`config.mk`:
```
export PLATFORM = sky130hd
export DESIGN_NAME = fifomult_driver
export DESIGN_NICKNAME = d
export VERILOG_FILES = /design/src/rtl/fifomult_driver.sv
export SDC_FILE = /design/constraint.sdc
export NUM_CORES = 1
export LEC_CHECK = 0
export ABC_CLOCK_PERIOD_IN_PS = 1750
export BUFFER_PORTS_ARGS = -buffer_cell sky130_fd_sc_hd__buf_2
export CAP_MARGIN = 20
export CORE_MARGIN = 5
export CORE_UTILIZATION = 45
export DETAILED_ROUTE_END_ITERATION = 16
export GPL_ROUTABILITY_DRIVEN = 0
export HOLD_SLACK_MARGIN = 0.12
export PLACE_DENSITY_LB_ADDON = 0.1
export SYNTH_ARGS = -nofsm -noshare
export SYNTH_HDL_FRONTEND = slang
export SYNTH_SLANG_ARGS = --single-unit
```
`constraint.sdc`:
```
create_clock -name clk -period 1.75 [get_ports clk]
set_input_delay 0.0875 -clock clk [delete_from_list [all_inputs] [get_ports clk]]
set_output_delay 0.0875 -clock clk [all_outputs]
set_load 0.01 [all_outputs]
```
`src/rtl/fifomult_driver.sv`:
```
// Initiator for the fifomult2024 serial operand interface: sends parity-protected operand
// words, waits for the product, and returns product plus status over a response handshake.
module fifomult_driver #(
  parameter int TIMEOUT = 64,
  parameter int CNT_W   = 16
) (
  input  logic             clk,
  input  logic             rst,
  input  logic             req_valid,
  output logic             req_ready,
  input  logic [15:0]      req_a,
  input  logic [15:0]      req_b,
  input  logic [1:0]       req_bad_par,
  output logic [15:0]      mul_data,
  output logic             mul_data_parity,
  output logic             mul_data_valid,
  input  logic             mul_busy,
  input  logic [31:0]      mul_result,
  input  logic             mul_result_parity,
  input  logic             mul_result_valid,
  input  logic             mul_parity_error,
  output logic             rsp_valid,
  input  logic             rsp_ready,
  output logic [31:0]      rsp_data,
  output logic [2:0]       rsp_status,
  output logic [CNT_W-1:0] txn_count,
  output logic [CNT_W-1:0] err_count
);

  typedef enum logic [2:0] {
    IDLE,
    SEND_A,
    GAP,
    SEND_B,
    WAIT_RES,
    RESP
  } state_t;

  localparam logic [15:0]      TIMER_LAST = 16'(TIMEOUT - 1);
  localparam logic [CNT_W-1:0] CNT_ONE    = CNT_W'(1);

  state_t           r_state;
  logic             r_req_ready;
  logic [15:0]      r_a;
  logic [15:0]      r_b;
  logic [1:0]       r_bad_par;
  logic [15:0]      r_mul_data;
  logic             r_mul_parity;
  logic             r_mul_valid;
  logic [15:0]      r_timer;
  logic             r_rsp_valid;
  logic [31:0]      r_rsp_data;
  logic [2:0]       r_rsp_status;
  logic [CNT_W-1:0] r_txn_count;
  logic [CNT_W-1:0] r_err_count;

  state_t           w_next;
  logic             w_latch;
  logic [15:0]      w_mul_data;
  logic             w_mul_parity;
  logic             w_mul_valid;
  logic [15:0]      w_timer;
  logic             w_rsp_valid;
  logic [31:0]      w_rsp_data;
  logic [2:0]       w_rsp_status;
  logic [CNT_W-1:0] w_txn_count;
  logic [CNT_W-1:0] w_err_count;

  always_comb begin
    w_next       = r_state;
    w_latch      = 1'b0;
    w_mul_data   = '0;
    w_mul_parity = 1'b0;
    w_mul_valid  = 1'b0;
    w_timer      = r_timer;
    w_rsp_valid  = r_rsp_valid;
    w_rsp_data   = r_rsp_data;
    w_rsp_status = r_rsp_status;
    w_txn_count  = r_txn_count;
    w_err_count  = r_err_count;
    case (r_state)
      IDLE: begin
        if (req_valid && r_req_ready) begin
          w_latch = 1'b1;
          w_next  = SEND_A;
        end
      end
      SEND_A: begin
        if (!mul_busy) begin
          w_mul_data   = r_a;
          w_mul_parity = (^r_a) ^ r_bad_par[0];
          w_mul_valid  = 1'b1;
          w_next       = GAP;
        end
      end
      GAP: begin
        w_next = SEND_B;
      end
      SEND_B: begin
        if (!mul_busy) begin
          w_mul_data   = r_b;
          w_mul_parity = (^r_b) ^ r_bad_par[1];
          w_mul_valid  = 1'b1;
          w_timer      = '0;
          w_next       = WAIT_RES;
        end
      end
      WAIT_RES: begin
        // A result arriving on the timeout cycle takes priority over the abort
        if (mul_result_valid) begin
          w_rsp_valid  = 1'b1;
          w_rsp_data   = mul_result;
          w_rsp_status = {1'b0, mul_parity_error, (^mul_result) ^ mul_result_parity};
          w_next       = RESP;
        end else if (r_timer == TIMER_LAST) begin
          w_rsp_valid  = 1'b1;
          w_rsp_data   = '0;
          w_rsp_status = 3'b100;
          w_next       = RESP;
        end else begin
          w_timer = r_timer + 16'd1;
        end
      end
      RESP: begin
        if (rsp_ready) begin
          w_rsp_valid = 1'b0;
          if (r_txn_count != '1) w_txn_count = r_txn_count + CNT_ONE;
          if ((r_rsp_status != 3'b000) && (r_err_count != '1)) w_err_count = r_err_count + CNT_ONE;
          w_next = IDLE;
        end
      end
      default: begin
        w_next = IDLE;
      end
    endcase
  end

  always_ff @(posedge clk) begin
    if (rst) begin
      r_state      <= IDLE;
      r_req_ready  <= 1'b0;
      r_a          <= '0;
      r_b          <= '0;
      r_bad_par    <= '0;
      r_mul_data   <= '0;
      r_mul_parity <= 1'b0;
      r_mul_valid  <= 1'b0;
      r_timer      <= '0;
      r_rsp_valid  <= 1'b0;
      r_rsp_data   <= '0;
      r_rsp_status <= '0;
      r_txn_count  <= '0;
      r_err_count  <= '0;
    end else begin
      r_state      <= w_next;
      r_req_ready  <= (w_next == IDLE);
      if (w_latch) begin
        r_a       <= req_a;
        r_b       <= req_b;
        r_bad_par <= req_bad_par;
      end
      r_mul_data   <= w_mul_data;
      r_mul_parity <= w_mul_parity;
      r_mul_valid  <= w_mul_valid;
      r_timer      <= w_timer;
      r_rsp_valid  <= w_rsp_valid;
      r_rsp_data   <= w_rsp_data;
      r_rsp_status <= w_rsp_status;
      r_txn_count  <= w_txn_count;
      r_err_count  <= w_err_count;
    end
  end

  assign req_ready       = r_req_ready;
  assign mul_data        = r_mul_data;
  assign mul_data_parity = r_mul_parity;
  assign mul_data_valid  = r_mul_valid;
  assign rsp_valid       = r_rsp_valid;
  assign rsp_data        = r_rsp_data;
  assign rsp_status      = r_rsp_status;
  assign txn_count       = r_txn_count;
  assign err_count       = r_err_count;

endmodule
```
==> results of run 1 <==
## area by class of cell
type | count | area (um2) | share of cell area
Clock buffer | 24 | 482 | 0.0551
Multi-Input combinational cell | 497 | 3240 | 0.371
Tap cell | 176 | 220 | 0.0252
Timing Repair Buffer | 273 | 1870 | 0.214
Sequential cell | 140 | 2820 | 0.322
Clock inverter | 8 | 90.1 | 0.0103
Inverter | 5 | 18.8 | 0.00215
## worst min-delay path by stage
stage,endpoint,depth (start not counted),start,slack [ns]
after global routing,req_ready,5,mul_result_valid,0.23
after CTS,req_ready,5,mul_result_valid,0.19
final,rsp_valid,4,mul_result_valid,0.21
after floorplan,r_bad_par[0],2,req_bad_par[0],0.22
after global placement,rsp_status[1],3,mul_parity_error,0.32
after detailed placement,r_a[12],3,req_a[12],0.34
## Yosys cell counts (2+ instances only)
cell type	n	area, um2
nor4_4	2	42.5
nor3b_1	2	15.0
o211ai_1	3	22.5
mux2i_1	21	210
nor2b_1	2	12.5
buf_6	4	45.0
a21o_1	2	15.0
nor4bb_1	2	20.0
nor3_1	15	75.1
a31oi_1	3	18.8
buf_2	12	60.1
xnor2_1	65	569
xor2_1	29	254
o21ai_0	4	20.0
or3_1	4	25.0
xnor3_1	3	67.6
and4_1	7	61.3
and3_1	12	75.1
dfxtp_1	140	2800
nor2_1	104	390
a21oi_1	46	230
clkbuf_1	18	67.6
nor4_1	2	12.5
buf_4	2	15.0
nand2_1	92	345
nand3_1	13	65.1
nand4_1	11	68.8
a22oi_1	33	248
and2_1	2	12.5
ha_1	3	37.5
nand3b_1	2	15.0
inv_1	5	18.8
## per-stage QoR
stage / area [um2] / total power, mW / worst slack [ns]
finish: 8730 / 7.90 / 0.0493
global placement: 7260 / 4.35 / -0.0543
detailed placement: 7260 / 4.36 / -0.126
CTS: 8550 / 7.97 / -0.00672
floorplan: 6080 / 4.10 / 0.0477
global route: 8730 / 8.21 / -0.0359
## layer usage
metal | share of wire | wire length, um | GRT usage | vias up
met4 | 0.0097 | 160 | 0.0549 | 0
li1 | - | - | - | 2803
met2 | 0.49 | 8040 | 0.346 | 162
met1 | 0.44 | 7270 | 0.253 | 2556
met5 | 0 | 0 | 0 | -
met3 | 0.065 | 1070 | 0.0665 | 13
## registers in the layout, indices dropped and copies added, names as in the netlist
register,cells
r_bad_par,2
r_state,3
r_b,16
txn_count,16
mul_data_parity,1
mul_data,16
rsp_status,3
err_count,16
req_ready,1
rsp_valid,1
rsp_data,32
r_a,16
mul_data_valid,1
r_timer,16
## cells by family after synthesis
kind of cell,after synthesis,share of synthesized area
AOI/OAI and AO/OA,95,0.101
xor gates and xnor gates,97,0.147
adders and majority gates,3,0.00618
buffers and inverters,41,0.0340
DFF,140,0.461
muxes,21,0.0346
and+or+nand+nor,281,0.217
## power by group through the flow
| stage | logic, mW | registers, mW | clock network, mW |
|---|---|---|---|
| 2_1_floorplan | 0.707 | 3.39 | 0 |
| 3_3_place_gp | 0.945 | 3.40 | 0 |
| 3_5_place_dp | 0.954 | 3.41 | 0 |
| 4_1_cts | 1.08 | 3.34 | 3.55 |
| 5_1_grt | 1.19 | 3.35 | 3.67 |
| 6_report | 1.08 | 3.34 | 3.47 |
## what timing repair did
action / 4_1_cts / 5_1_grt
endpoints found under the hold margin: 73 / 0
resized for setup: 7 / 39
pin swaps: 3 / 9
setup buffers: 0 / 3
endpoints found under the setup margin: 42 / 66
hold buffers: 70 / 0
## worst max-delay path: cells and delay by family (launching register included)
kind | cells | cell delay [ns]
simple gates | 3 | 0.74
compound gates | 2 | 0.30
flops | 1 | 0.35
buf+inv | 1 | 0.17
==> out/qor.yml, run 1 <==
logic_synthesis:
  synth_edf_count: 0
  synthArstFlopShare: 0
  ys_dominant_reg_cell: "dfxtp_1"
  synthDistinctLibCells: 45
  synth_nets: 755
  postSynthAreaPerCell_um2: 8.96
  yosysWarnings: 0
  ys_seq_area_frac: 0.461
  netlist_instances: 678
  synth_area_um2: 6080
  ys_ff_latch: 140
sta:
  slew_headroom: 0.733
  final_hold_viol_count: 0
  rsz0062_at_grt: "true"
  worst_pin_slew_ns: 0.400
  finalCritPeriodShare: 0.972
  maxSlewViolCount: 0
  clock.fmax_mhz: 588
  clock_skew_ns: 0.00592
  fin_tns_setup_ns: 0
  setup_viol: 0
  fin_crit_ns: 1.70
  hold_slack_ns: 0.209
worst_setup_path:
  crit_path_max_incr_delay_ns: 0.35
  setup.worst_path.start_class: "flop"
  r2r_slack_ns: 0.05
  path_max_fanout: 31
  reg2reg_to: "rsp_data[15]"
  worstPathRequired_ns: 2.04
  startpoint: "r_timer[13]"
  cp-endpoint: "rsp_data[15]"
  endpoint_kind: "flop"
  worst_ep_arrival_time_ns: 1.99
  r2r_start: "r_timer[13]"
  criticalPathCategory: "flop to flop"
  reg2reg_depth: 6
  cp_slowest_cell: "dfxtp_2"
  crit_chain: "nor4_4 -> and4_4 -> o21ai_4 -> buf_12 -> a22oi_2 -> nor2_1"
power:
  clkPwrFrac: 0.440
  power_frac_comb: 0.137
  seqPwrFrac: 0.423
  p_sw_mw: 1.84
  irDropWorstVdd_mv: 0.723
  swShare: 0.232
  p_leak_nw: 3.61
  p_int_mw: 6.06
  power.density_nw_per_um2: 904
layout:
  fin_cells: 1123
  final_cell_mix: "buf_2, dfxtp_1, nor2_1, nand2_1, dlygate4sd3_1"
  fin_util: 0.660
  layout-drive-gt1-share: 0.297
  syn_to_final_growth_pct: 43.7
  diodes: 0
  final_common_cell: "buf_2"
  n_fill_cell: 1051
  nets: 1011
clocking:
  numCtsBuffers: 17
  h-tree-depth: 4
  cts-root-buf: "clkbuf_16"
  clockBufferDepth: 2
  clk_latency_ns: 0.41
  clkSinkCount: 140
  cts_tree: "yes"
  clkTransAtPathRegs_ns: 0.06
job:
  maxCapViolCount: 0
placement:
  dp_hpwl_um: 11000
  port_buffers: 160
  placed_cells: 1018
floorplan:
  core_area_um2: 13200
  rows: 42
  ios: 161
  die-area_um2: 15900
  die_y_um: 126
  start_util: 0.459
  die_width_um: 126
global_route:
  grt_max_degree: 67
  grt_pass1_wl_um: 27200
  grt_pass1_vias: 5565
  track_usage: 0.205
  antenna_found_initial: 0
  grt.overflow.total: 0
route:
  drcViolationCount: 0
  viasPerCell: 4.93
  finalWirelength_um: 16500
  ant_nets: 0
  drtIter0Drc: 362
  wl_per_cell_um: 14.7
  firstDrtPassIters: 5
  vias: 5534
min_path:
  hold_class: "primary input to flop"
status:
  status: "completed"
(Power assumes the default switching activity.)
==> run 2: changes to the inputs <==
--- a/config.mk
+++ b/config.mk
@@ -5,6 +5,7 @@
 export SDC_FILE = /design/constraint.sdc
 export NUM_CORES = 1
 export LEC_CHECK = 0
+export ABC_AREA = 1
 export ABC_CLOCK_PERIOD_IN_PS = 1750
 export BUFFER_PORTS_ARGS = -buffer_cell sky130_fd_sc_hd__buf_2
 export CAP_MARGIN = 20
==> out/qor.yml, run 2 <==
status:
  status: "completed"
floorplan:
  start_util: 0.452  # -0.00655
  core_area_um2: 15000  # +14%
  die_y_um: 133  # +5.3%
  rows: 45  # +7.1%
  ios: 161  # unchanged
  die-area_um2: 17700  # +11%
  die_width_um: 133  # +5.3%
sta:
  setup_viol: 0  # unchanged
  maxSlewViolCount: 0  # unchanged
  worst_pin_slew_ns: 0.451  # +0.0509 ns
  finalCritPeriodShare: 0.932  # -0.0395
  fin_crit_ns: 1.63  # -0.0691 ns
  final_hold_viol_count: 0  # unchanged
  clock.fmax_mhz: 613  # +4.2%
  fin_tns_setup_ns: 0  # unchanged
  clock_skew_ns: 0.00902  # +0.00310 ns
  slew_headroom: 0.699  # -0.0347
logic_synthesis:
  synth_edf_count: 0  # unchanged
  synth_area_um2: 6800  # +12%
  synthDistinctLibCells: 43  # -4.4%
  synth_nets: 1068  # +41%
  ys_ff_latch: 140  # unchanged
  yosys-top-cells-area: "dfxtp_1, nand2_1, nor2_1, a21oi_1, inv_1"
  synthTopCellsByCount: "nand2_1, dfxtp_1, nor2_1"
  ys_seq_area_frac: 0.412  # -0.0490
  yosys.area.top_type: "dfxtp_1"
  yosysWarnings: 0  # unchanged
  postSynthAreaPerCell_um2: 6.86  # -23%
  synth.most_common_cell: "nand2_1"
  synthArstFlopShare: 0  # unchanged
  netlist_instances: 991  # +46%
  synth_top_cell_area_share: 0.412  # -0.0490
  ys_dominant_reg_cell: "dfxtp_1"
route:
  firstDrtPassIters: 5  # unchanged
  drcViolationCount: 0  # unchanged
  ant_nets: 0  # unchanged
  finalWirelength_um: 18100  # +9.6%
  vias: 6931  # +25%
  wl_per_cell_um: 12.5  # -15%
  drtIter0Drc: 293  # -19%
  viasPerCell: 4.78  # -3.0%
min_path:
  min_path_cells: 6  # +2
  hold_class: "primary input to flop"
  hold_end: "r_timer[13]"
  min_from: "mul_result_valid"
job:
  maxCapViolCount: 0  # unchanged
global_route:
  grt_pass1_wl_um: 30000  # +10%
  track_usage: 0.203  # -0.00240
  grt_pass1_vias: 6600  # +19%
  grt.overflow.total: 0  # unchanged
  antenna_found_initial: 0  # unchanged
  grt_max_degree: 57  # -15%
worst_setup_path:
  r2r_slack_ns: 0.12  # +0.07 ns
  r2r_start: "r_state[2]"
  endpoint_kind: "flop"
  setup.worst_path.start_class: "flop"
  path_max_fanout: 7  # -77%
  worstPathRequired_ns: 2.05  # about the same
  criticalPathCategory: "flop to flop"
  reg2reg_depth: 9  # +3
  reg2reg_to: "err_count[11]"
  worst_ep_arrival_time_ns: 1.94  # -0.05 ns
layout:
  final_cell_mix: "nand2_1, buf_2, nor2_1, dfxtp_1, inv_1"
  final_common_cell: "nand2_1"
  fin_cells: 1450  # +29%
  fin_util: 0.624  # -0.0359
  diodes: 0  # unchanged
  n_fill_cell: 1392  # +32%
  nets: 1326  # +31%
  syn_to_final_growth_pct: 37.9
  largest_reg_flops: 32  # unchanged
  layout-drive-gt1-share: 0.227  # -0.0693
clocking:
  cts-root-buf: "clkbuf_16"
  clkSinkCount: 140  # unchanged
  clkTransAtPathRegs_ns: 0.06  # about the same
  clockBufferDepth: 2  # unchanged
  cts_tree: "yes"
  clk_latency_ns: 0.42  # about the same
  numCtsBuffers: 17  # unchanged
  h-tree-depth: 4  # unchanged
power:
  irDropWorstVdd_mv: 0.731  # +1.1%
  power.density_nw_per_um2: 882  # -2.4%
  power_mw: 8.27  # +4.8%
  p_leak_nw: 4.34  # +20%
placement:
  port_buffers: 160  # unchanged
  dp_hpwl_um: 12600  # +14%
  placed_cells: 1335  # +31%
==> run 2: per-layer routing <==
metal	GRT usage	wire, um
met1	0.247	8090
met3	0.0567	968
met5	0	0
met2	0.349	8840
met4	0.0606	236
==> run 2: what timing repair did <==
action / 4_1_cts / 5_1_grt
setup endpoints to repair: 0 / 26
gates resized for setup: 0 / 22
hold buffers: 71 / 0
endpoints found under the hold margin: 80 / 0
setup buffers: 0 / 12
==> run 2: kinds of logic after synthesis <==
group,after synthesis,synth area share
compound gates,159,0.126
xor+xnor,44,0.0567
buf+inv,127,0.0732
simple gates,518,0.326
flops,140,0.412
fa+ha+maj,3,0.00552
==> run 2: stage by stage <==
step / setup WS, ns / instance area (um2) / hold WS (ns)
3_3_place_gp: 0.0885 / 7930 / 0.344
5_1_grt: -0.0438 / 9380 / 0.178
2_1_floorplan: 0.132 / 6800 / 0.236
6_report: 0.118 / 9380 / 0.150
4_1_cts: 0.00596 / 9230 / 0.147
3_5_place_dp: 0.0153 / 7930 / 0.346
==> run 2: worst max-delay path, stage by stage, from the launching register on <==
cell and delay [ns]:
dfxtp_1 0.43, nand3_1 0.13, inv_1 0.08, nand2_2 0.09, nor2_4 0.15, nand2_4 0.10, inv_4 0.11, nand4_4 0.11
nor3_1 0.27, nor3_2 0.06
==> run 2: layout make-up <==
cell class | count | area (um2) | share of cell area
flip-flops and latches | 140 | 2820 | 0.301
clock inverters | 8 | 82.6 | 0.00881
well taps | 188 | 235 | 0.0251
repair buffers | 263 | 1800 | 0.192
clock buffers | 24 | 502 | 0.0535
multi-input cells | 724 | 3540 | 0.377
inverters | 103 | 394 | 0.0420
==> run 2: power by group <==
| part | internal, mW | switching (mW) |
|---|---|---|
| registers | 3.31 | 0.0994 |
| clock network | 2.15 | 1.38 |
| logic | 0.610 | 0.733 |
==> run 2: worst max path at each step <==
stage,cells past startpoint,to,start
floorplan,11,err_count[8],err_count[1]
global placement,10,txn_count[13],txn_count[1]
detailed placement,10,txn_count[11],txn_count[1]
CTS,10,txn_count[11],txn_count[1]
global route,10,txn_count[11],txn_count[0]
finish,9,err_count[11],r_state[2]
==> run 3: changes to the inputs <==
--- a/config.mk
+++ b/config.mk
@@ -10,7 +10,7 @@
 export BUFFER_PORTS_ARGS = -buffer_cell sky130_fd_sc_hd__buf_2
 export CAP_MARGIN = 20
 export CORE_MARGIN = 5
-export CORE_UTILIZATION = 45
+export CORE_UTILIZATION = 49
 export DETAILED_ROUTE_END_ITERATION = 16
 export GPL_ROUTABILITY_DRIVEN = 0
 export HOLD_SLACK_MARGIN = 0.12
==> out/qor.yml, run 3 (synthesized netlist as in run 2, its figures left out) <==
status:
  status: "completed"
job:
  maxCapViolCount: 0  # unchanged
layout:
  fin_util: 0.685  # +0.0611
  nets: 1321  # -0.38%
  final_cell_mix: "nand2_1, buf_2, nor2_1, dfxtp_1, inv_1"
  largest_reg_flops: 32  # unchanged
  syn_to_final_growth_pct: 38.1
  layout-drive-gt1-share: 0.229  # +0.00109
  final_common_cell: "nand2_1"
worst_setup_path:
  setup.worst_path.start_class: "flop"
  crit_path_max_incr_delay_ns: 0.35  # -0.08 ns
  worstPathRequired_ns: 2.05  # about the same
  crit_chain: "nand2_1 -> inv_1 -> nand4_1 -> nor2_2 -> nand3_1 -> nand2_2 -> inv_4 -> buf_4 -> o21ai_0 -> a21oi_1"
  criticalPathCategory: "flop to flop"
  endpoint_kind: "flop"
  cp_slowest_cell: "dfxtp_4"
  path_max_fanout: 7  # unchanged
  worst_ep_arrival_time_ns: 1.95  # about the same
route:
  wl_per_cell_um: 13.2  # +5.4%
  firstDrtPassIters: 5  # unchanged
  wl_met3_um: 1280  # +32%
  wl_met1_um: 8040  # -0.61%
  drtIter0Drc: 350  # +19%
  viasPerCell: 4.93  # +3.2%
  finalWirelength_um: 19000  # +4.5%
  drcViolationCount: 0  # unchanged
  ant_nets: 0  # unchanged
  dr_wl_met2_um: 9260  # +4.7%
  routed.top_layer: "met4"
  vias: 7092  # +2.3%
floorplan:
  core_area_um2: 13700  # -8.7%
  rows: 43  # -4.4%
  ios: 161  # unchanged
  die_width_um: 128  # -3.9%
  start_util: 0.496  # +0.0433
  die-area_um2: 16300  # -7.6%
  die_y_um: 128  # -3.9%
sta:
  fin_crit_ns: 1.65  # +0.0186 ns
  finalCritPeriodShare: 0.943  # +0.0106
  maxSlewViolCount: 0  # unchanged
  fin_tns_setup_ns: 0  # unchanged
  worst_pin_slew_ns: 0.765  # +0.313 ns
  clock_skew_ns: 0.00602  # -0.00300 ns
  slew_headroom: 0.490  # -0.208
  rsz0062_at_grt: "true"
  setup_viol: 0  # unchanged
  final_hold_viol_count: 0  # unchanged
  clock.fmax_mhz: 606  # -1.1%
clocking:
  clkTransAtPathRegs_ns: 0.06  # about the same
  clk_latency_ns: 0.42  # about the same
  clkSinkCount: 140  # unchanged
  clockBufferDepth: 2  # unchanged
  numCtsBuffers: 17  # unchanged
  cts-root-buf: "clkbuf_16"
  h-tree-depth: 4  # unchanged
  cts_tree: "yes"
global_route:
  grt.overflow.total: 0  # unchanged
  grt_max_degree: 67  # +18%
  grt_pass1_vias: 6725  # +1.9%
  track_usage: 0.230  # +0.0271
  antenna_found_initial: 2  # +2
  grt_pass1_wl_um: 31000  # +3.4%
power:
  irDropWorstVdd_mv: 0.665  # -9.0%
  power_mw: 8.48  # +2.5%
  power.density_nw_per_um2: 903  # +2.3%
  p_leak_nw: 4.35  # +0.20%
placement:
  port_buffers: 160  # unchanged
  dp_hpwl_um: 12600  # +0.53%
min_path:
  hold_class: "primary input to flop"
## run 3: final timing paths
check / end / cells past startpoint / start / slack [ns]
min: r_timer[2] / 5 / rst / 0.14
max: txn_count[0] / 10 / txn_count[3] / 0.1
min reg2reg: r_timer[3] / 1 / r_timer[3] / 0.45
max reg2reg: txn_count[0] / 10 / txn_count[3] / 0.1
## run 3: routing by layer
| layer | vias to the layer above | GRT usage |
|---|---|---|
| met1 | 3196 | 0.276 |
| met3 | 29 | 0.0679 |
| met4 | 0 | 0.0718 |
| li1 | 3667 | - |
| met2 | 200 | 0.396 |
| met5 | - | 0 |
## run 3: power breakdown
| group | switching [mW] | internal (mW) | leakage, nW | total [mW] |
|---|---|---|---|---|
| Clock | 1.31 | 2.41 | 0.306 | 3.73 |
| Sequential | 0.104 | 3.30 | 1.14 | 3.41 |
| Combinational | 0.752 | 0.597 | 2.90 | 1.35 |
## run 3: repair_timing
action | 4_1_cts | 5_1_grt
buffers inserted | 0 | 10
endpoints found under the hold margin | 74 | 0
cloned | 0 | 1
pin swaps | 1 | 12
endpoints found under the setup margin | 1 | 40
resized for setup | 0 | 33
hold buffers | 71 | 0
## run 3: area by class of cell
cell class | instances | area (um2)
diodes | 2 | 5.00
clock buffers | 24 | 502
clock inverters | 7 | 110
fillers | 1181 | 4330
inverters | 103 | 397
multi-input cells | 725 | 3580
flip-flops and latches | 140 | 2830
well taps | 180 | 225
repair buffers | 257 | 1740
## run 3: stage by stage
step	worst slack (ns)	instance area, um2	cells	hold slack (ns)
2_1_floorplan	0.132	6800	991	0.236
5_1_grt	-0.0748	9390	1438	0.151
3_5_place_dp	0.0365	7880	1323	0.347
6_report	0.0998	9390	1438	0.137
4_1_cts	0.00411	9200	1425	0.128
3_3_place_gp	0.105	7880	1323	0.344
## run 3: worst max-delay path, delay by kind of cell (launching register included)
family	cells	cell delay [ns]
and+or+nand+nor	5	0.68
AOI/OAI and AO/OA	2	0.22
buffers and inverters	3	0.29
DFF	1	0.35
